[config.mk]
export PLATFORM = sky130hd
export DESIGN_NAME = regfile_mp
export DESIGN_NICKNAME = d
export VERILOG_FILES = /design/src/rtl/regfile_mp.sv
export SDC_FILE = /design/constraint.sdc
export NUM_CORES = 1
export LEC_CHECK = 0
export BUFFER_PORTS_ARGS = -buffer_cell sky130_fd_sc_hd__buf_4
export CAP_MARGIN = 25
export CORE_UTILIZATION = 45
export CTS_BUF_LIST = sky130_fd_sc_hd__clkbuf_4 sky130_fd_sc_hd__clkbuf_8
export DETAILED_ROUTE_END_ITERATION = 8
export SYNTH_ARGS = -nofsm -noshare
export SYNTH_HDL_FRONTEND = slang
export SYNTH_SLANG_ARGS = --single-unit
[constraint.sdc]
create_clock -name clk -period 5.9 [get_ports clk]
set_input_delay 0 -clock clk [delete_from_list [all_inputs] [get_ports clk]]
set_output_delay 0 -clock clk [all_outputs]
set_load 0.01 [all_outputs]
[src/rtl/regfile_mp.sv]
// Multi-read-port register file with a post-reset clear sweep and optional zero register.
// Define REGFILE_BYPASS_EN to forward same-cycle write data to matching read ports.
module regfile_mp #(
    parameter int DATA_W   = 32,
    parameter int DEPTH    = 32,
    parameter int ADDR_W   = 5,
    parameter int NUM_RD   = 2,
    parameter int ZERO_REG = 1
) (
    input  logic                     clk,
    input  logic                     rst,
    input  logic                     regwrite,
    input  logic [ADDR_W-1:0]        writebackreg,
    input  logic [DATA_W-1:0]        data_towrite_mem_wb,
    input  logic [NUM_RD*ADDR_W-1:0] rd_addr,
    output logic [NUM_RD*DATA_W-1:0] rd_data,
    output logic                     init_busy,
    output logic [ADDR_W-1:0]        clr_ptr_o
);

    localparam logic [0:0] ST_CLEAR = 1'b0;
    localparam logic [0:0] ST_READY = 1'b1;
    localparam logic [ADDR_W-1:0] LAST_ADDR = ADDR_W'(DEPTH - 1);

    logic [0:0]        state;
    logic [ADDR_W-1:0] clr_ptr;
    logic [DATA_W-1:0] mem [DEPTH];
    logic              wr_ok;
    logic              ready;

    // An address is live only if it exists and is not the hardwired zero register.
    function automatic logic addr_ok(input logic [ADDR_W-1:0] a);
        return (32'(a) < 32'(DEPTH)) && !((ZERO_REG != 0) && (a == '0));
    endfunction

    assign wr_ok     = regwrite && addr_ok(writebackreg);
    assign ready     = (state == ST_READY) && !rst;
    assign init_busy = rst || (state == ST_CLEAR);
    assign clr_ptr_o = clr_ptr;

    always_ff @(posedge clk) begin
        if (rst) begin
            state   <= ST_CLEAR;
            clr_ptr <= '0;
        end else if (state == ST_CLEAR) begin
            mem[clr_ptr] <= '0;
            if (clr_ptr == LAST_ADDR) begin
                state   <= ST_READY;
                clr_ptr <= '0;
            end else begin
                clr_ptr <= clr_ptr + ADDR_W'(1);
            end
        end else if (wr_ok) begin
            mem[writebackreg] <= data_towrite_mem_wb;
        end
    end

    for (genvar k = 0; k < NUM_RD; k++) begin : g_rd
        logic [ADDR_W-1:0] ra;
        logic [DATA_W-1:0] val;

        assign ra = rd_addr[k*ADDR_W +: ADDR_W];

        always_comb begin
            val = '0;
            if (ready && addr_ok(ra)) begin
`ifdef REGFILE_BYPASS_EN
                if (regwrite && (writebackreg == ra)) begin
                    val = data_towrite_mem_wb;
                end else begin
                    val = mem[ra];
                end
`else
                val = mem[ra];
`endif
            end
        end

        assign rd_data[k*DATA_W +: DATA_W] = val;
    end

endmodule
# Word-level counts from Yosys, hierarchy flattened

Memory sizes are Yosys's and may differ from the RTL's.
Index checks and enable logic that the tools add are counted.

Register bits after elaboration: 6
Bits in latches: 0
Memories: 1
Bits in writable memories: 1024
Memory bits (read-only): 0
Bits of input ports: 50
Output and inout port bits: 70

Memory list:

| memory | depth | width | read ports | clocked after memory_dff | wr ports | RTL line | RTL |
|---|---|---|---|---|---|---|---|
| mem    | 32    | 32    | 2          | 0                        | 1        | 27       | `logic [DATA_W-1:0] mem [DEPTH];` |

Reduce and logical (&&, ||, !) cells: 13
Multiplexer cells: 15
Equality and inequality tests: 1
$mul: 0
Add/sub/neg operators: 1
Div/mod/pow operators: 0
Shift-type cells: 0
$lt $le $gt $ge: 0
Bitwise gates (word level): 1

Operators with widths:

| operator              | count |
|---|---|
| $mux W32              | 3 |
| $reduce_or A32 Y1     | 1 |
| $logic_not A5 Y1      | 3 |
| $mux W1               | 10 |
| $mux W5               | 2 |
| $add A5 B1 Y5 const B | 1 |
| $eq A5 B5 Y1 const B  | 1 |
| $logic_and A1 B1 Y1   | 4 |
| $logic_not A1 Y1      | 4 |
| $logic_or A1 B1 Y1    | 1 |
| $not A1 Y1            | 1 |

# Logic depth before layout (Yosys ltp)

Depth after elaboration: 9
Mapped depth: 8
Mapped depth without buffers: 6

# Worst setup path before layout

Ideal clock, no wire load.

Path type: reg-to-reg
From: register state
To: memory mem[26][0] (enable)
Stages on the path, launching flop included: 6
Buffers on the path: 1
Slack: 1.266 ns
Setup time: 0.501 ns
Period minus slack after synthesis: 4.634 ns
Arrival time: 4.133 ns
Cells stage by stage: dfxtp_1 -> buf_2 -> nand3b_1 -> a21o_1 -> a21oi_1 -> nor4_1

Longest elaborated chain between the ends: 5
Elaborated cells between the ends (all ways): 9
Classes of those cells: mux: 8; reduce/logical: 1

RTL lines:

| element                                                    | RTL line | RTL |
|---|---|---|
| from (decl)                                                | 25       | `logic [0:0] state;` |
| from (signal assigned)                                     | 43       | `state <= ST_CLEAR;` |
| from (signal assigned)                                     | 48       | `state <= ST_READY;` |
| $mux W1                                                    | 45       | `end else if (state == ST_CLEAR) begin` |
| $mux W1                                                    | 42       | `if (rst) begin` |
| $mux W1 (not written as such)                              | 54       | `mem[writebackreg] <= data_towrite_mem_wb;` |
| $reduce_or A32 Y1 (no source line)                         | n/a      |  |
| $mux W5 (no source line) / $mux W1 (equally long branches) | n/a      |  |
| to (decl)                                                  | 27       |  |

Parallel ways exist; a longest one is shown, timed or not.

# Worst setup path in the final report

From: register state
To: output port rd_data[48]

Longest elaborated chain between the ends: 3

RTL lines:

| element             | RTL line | RTL |
|---|---|---|
| $logic_and A1 B1 Y1 | 37       | `assign ready = (state == ST_READY) && !rst;` |
| $logic_and A1 B1 Y1 | 66       | `if (ready && addr_ok(ra)) begin` |
| $mux W32            | 66       |  |
| to (decl)           | 16       | `output logic [NUM_RD*DATA_W-1:0] rd_data,` |

Every way passes these cells.

==> metrics.md <==
| Metric | Value |
|---|---|
| Initial DRT Pass Iterations | `6` |
| Share of the cycle needed by the critical path after routing | `~67%` |
| Critical setup path kind | `reg2out` |
| Clock network latency to the later pin of the worst-skew pair | `about 0.85 ns` |
| Number of endpoints failing setup at the final stage | `0` |
| Setup Total Neg Slack | `0 ns` |
| Post-synthesis cell type count | `46` |
| CTS H-tree depth | `4` |
| Most frequent cell after synthesis | `edfxtp_1` |
| Cell types occupying the most area after synthesis | `edfxtp_1, mux2i_1, mux4_1` |
| Initial cell density of the core | `between 40% and 50%` |
| Power density relative to cell area | `between 200 and 300 mW/mm^2` |
| Final hold violations | `0` |
| Max Used Layer | `met5` |
| RSZ-0062 raised after global routing | `no` |
| Reg2Reg Capture Point | `mem[27][28]$_DFFE_PP_` |
| Final-report max-slew violation count | `0` |
| Met3 wire length | `approximately 14000 um` |
| Port buffer count | `119` |
| Synth-to-layout area growth | `12.74%` |
| Share of the synthesized area in the top cell type | `between 60% and 70%` |
| Total number of yosys warnings | `0` |
| Register bit total from synthesis | `roughly 1000` |
| Max-Cap Viols | `0` |
| Half-perimeter wire length after placement | `90850 um` |
| Actual slew at the worst max-slew pin | `between 1 and 1.5 ns` |
| Worst clock skew | `slightly below 0.03 ns` |
| Number of ports placed on the die boundary | `120` |
| Number of flops mapped to enable cells by yosys | `1024` |
| Antenna violations before repair | `8` |
| Number of nets in the synthesized netlist | `approximately 3200` |
| IR Drop Worst-Case VDD | `about 200 uV` |
| CTS tree | `built` |
| Number of buffers added to fix hold violations after cts | `10` |
| Overflow after GRT | `0` |
| Initial detailed-routing violation count | `3471` |
| Endpoint of the worst hold path | `mem[7][11]$_DFFE_PP_` |
| DR DRC count | `0` |
| Min-Delay Path Depth | `2` |
| Setup repair bufs after CTS | `0` |
| Avg WL per Cell | `about 33 um` |
| Most used standard cells in the synthesized netlist | `edfxtp_1, mux2i_1, a22oi_1` |
| Proportion of layout cells with a drive suffix above 1 | `18.56%` |
| Seq/Total Area, Yosys | `62.44%` |
| # clock sinks | `between 1000 and 1500` |
| Via-to-Cell Ratio | `around 6.6` |
| Routed Wire Length | `around 160000 um` |
| Overall via count from detail_route | `32070` |
| Maximum number of pins on one net before global-route repair | `around 120` |
| Placer congestion estimate | `0.8537` |
| # resized after CTS | `0` |
| Antenna-violating nets left | `0` |
| Leak | `around 22 nW` |
| Setup WS post-layout | `1.926 ns` |
| Post-Syn Area per Cell | `15.83 um^2` |
| Routed met2 length | `approximately 75000 um` |
| Register-to-register setup slack | `2.43 ns` |
| Worst Setup Slack post-DPL | `approximately 2.4 ns` |
| Die height | `around 330 um` |
| HP Class | `in2reg` |
| Number of nets at the end of the flow | `about 3300` |
| Cell chosen for the clock root | `clkbuf_8` |
| Horiz. Die Dim | `between 300 and 400 um` |
| Met1 Wirelength | `approximately 66000 um` |
| Global-route usage over all layers | `28.58%` |
| First-pass GRT wire length | `between 200000 and 250000 um` |
| HP Start | `data_towrite_mem_wb[11]` |
| Data arrival at the endpoint of the critical path | `3.97 ns` |
| Num CTS Buffers | `171` |
| Syn Inst Count | `approximately 3100` |
| Fin crit period | `roughly 4 ns` |
| Clk pin slew, worst setup/hold paths | `roughly 0.060 ns` |
| Placeable core region | `0.1089 mm^2` |
| CP Max Fanout | `32` |
| Fillers | `a little under 9000` |
| Share of async-settable or async-resettable flops after synthesis | `0%` |
| Leading register cell type out of synthesis | `edfxtp_1` |
| Sort of element at the start of the critical path | `register` |
| Number of placement rows | `between 100 and 150` |
| Summed instance area of the synthesized netlist | `0.04944 mm^2` |
| Run status | `finished, final reports clean` |
| Overall die area | `roughly 0.11 mm^2` |
| Critical path data required time | `just under 6 ns` |
| Via count of the first global-routing pass | `32060` |
| Largest area contributor in the synthesized netlist | `edfxtp_1` |
| Max-slew headroom | `approximately 22%` |
| Startpoint of the worst register-to-register path | `state$_SDFF_PP0_` |
| Max Clock Freq | `around 250 MHz` |
| Maximum buffer depth of the clock tree | `3` |
| Critical Path End Type | `primary output` |
| FF-to-FF path depth | `6` |
## routing by layer
| metal | vias to the layer above | global-route usage [%] |
|---|---|---|
| met1 | 16710 | 38.67 |
| met3 | 379 | 5.204 |
| met2 | 1805 | 44.84 |
| met5 | - | 0 |
| met4 | 2 | 13.16 |
| li1 | 13180 | - |
## layout by cell type (no fill, tap or decap), types with 10 or more instances in the layout
master | synthesis | final
edfxtp_1 | 1024 | 1024
mux2i_1 | 770 | 770
a22oi_1 | 353 | 353
buf_4 | 67 | 196
nand3_1 | 194 | 194
clkbuf_8 | 0 | 175
mux4_1 | 102 | 102
nand2_1 | 97 | 97
nand4_1 | 66 | 66
mux2_2 | 64 | 64
clkbuf_4 | 5 | 51
a21oi_1 | 38 | 37
clkinv_1 | 0 | 36
and2_1 | 38 | 34
mux4_2 | 26 | 26
clkinv_2 | 0 | 24
dlygate4sd3_1 | 0 | 22
nor2_4 | 0 | 19
nor3_2 | 0 | 14
nor2_1 | 28 | 10
## flip-flops by register name (all words and copies together), names as in the netlist
name and flops:
mem 1024, state 1, clr_ptr_o 5
## through the flow
stage | total power [mW] | hold slack, ns | util (%) | cell area, um^2 | instances
6_report | 15.39 | 0.05202 | 51.20 | 55730 | 4844
5_1_grt | 15.80 | 0.06055 | 51.20 | 55730 | 4843
4_1_cts | 15.44 | 0.003105 | 50.82 | 55320 | 4817
3_5_place_dp | 9.111 | 0.2879 | 47.57 | 51780 | 4500
3_3_place_gp | 9.094 | 0.2668 | 47.57 | 51780 | 4500
2_1_floorplan | 8.805 | 0.2172 | - | 49440 | 3123
## cells by family (layout without fill, tap and decap cells)
| logic type | count (synthesis) | count (layout) | synth area share [%] |
|---|---|---|---|
| buf+inv | 247 | 551 | 2.883 |
| simple gates | 473 | 473 | 4.958 |
| fa+ha+maj | 2 | 2 | 0.05061 |
| mux | 962 | 962 | 23.65 |
| compound gates | 409 | 409 | 6.013 |
| flops | 1030 | 1030 | 62.44 |
| other cells | 0 | 3 | 0 |
## power by group
group          switching, mW  internal [mW]  leakage (nW)  total, mW
registers             0.0179           7.97          11.2       7.99
logic                  0.603          0.399          8.88       1.00
clock network           2.91           3.48          1.81       6.40
total                   3.54           11.9          21.8       15.4
## worst max-delay path by stage
| stage | cells past startpoint | endpoint | from |
|---|---|---|---|
| global route | 7 | rd_data[48] | state$_SDFF_PP0_ |
| detailed placement | 6 | mem[25][31]$_DFFE_PP_ | state$_SDFF_PP0_ |
| global placement | 8 | rd_data[62] | rd_addr[6] |
| CTS | 7 | rd_data[48] | state$_SDFF_PP0_ |
| floorplan | 5 | mem[26][0]$_DFFE_PP_ | state$_SDFF_PP0_ |
| finish | 7 | rd_data[48] | state$_SDFF_PP0_ |
## final cells by class
cell class | instances | area [um^2] | area share [%]
Clock inverter | 81 | 640.6 | 1.149
Tap cell | 1414 | 1769 | 3.174
Multi-Input combinational cell | 1846 | 17480 | 31.36
Timing Repair Buffer | 240 | 2162 | 3.879
Clock buffer | 226 | 2791 | 5.009
Sequential cell | 1030 | 30870 | 55.39
Antenna cell | 3 | 7.507 | 0.01347
Inverter | 4 | 15.01 | 0.02694
## critical path, cell delays in order (launching register included)
cell	delay, ns
dfxtp_1	0.73
and2b_1	0.26
inv_1	0.23
nor3b_4	0.23
buf_4	0.60
nand3_1	0.39
nand4_1	0.46
buf_4	0.20
Power figures use the tool's default switching activity.
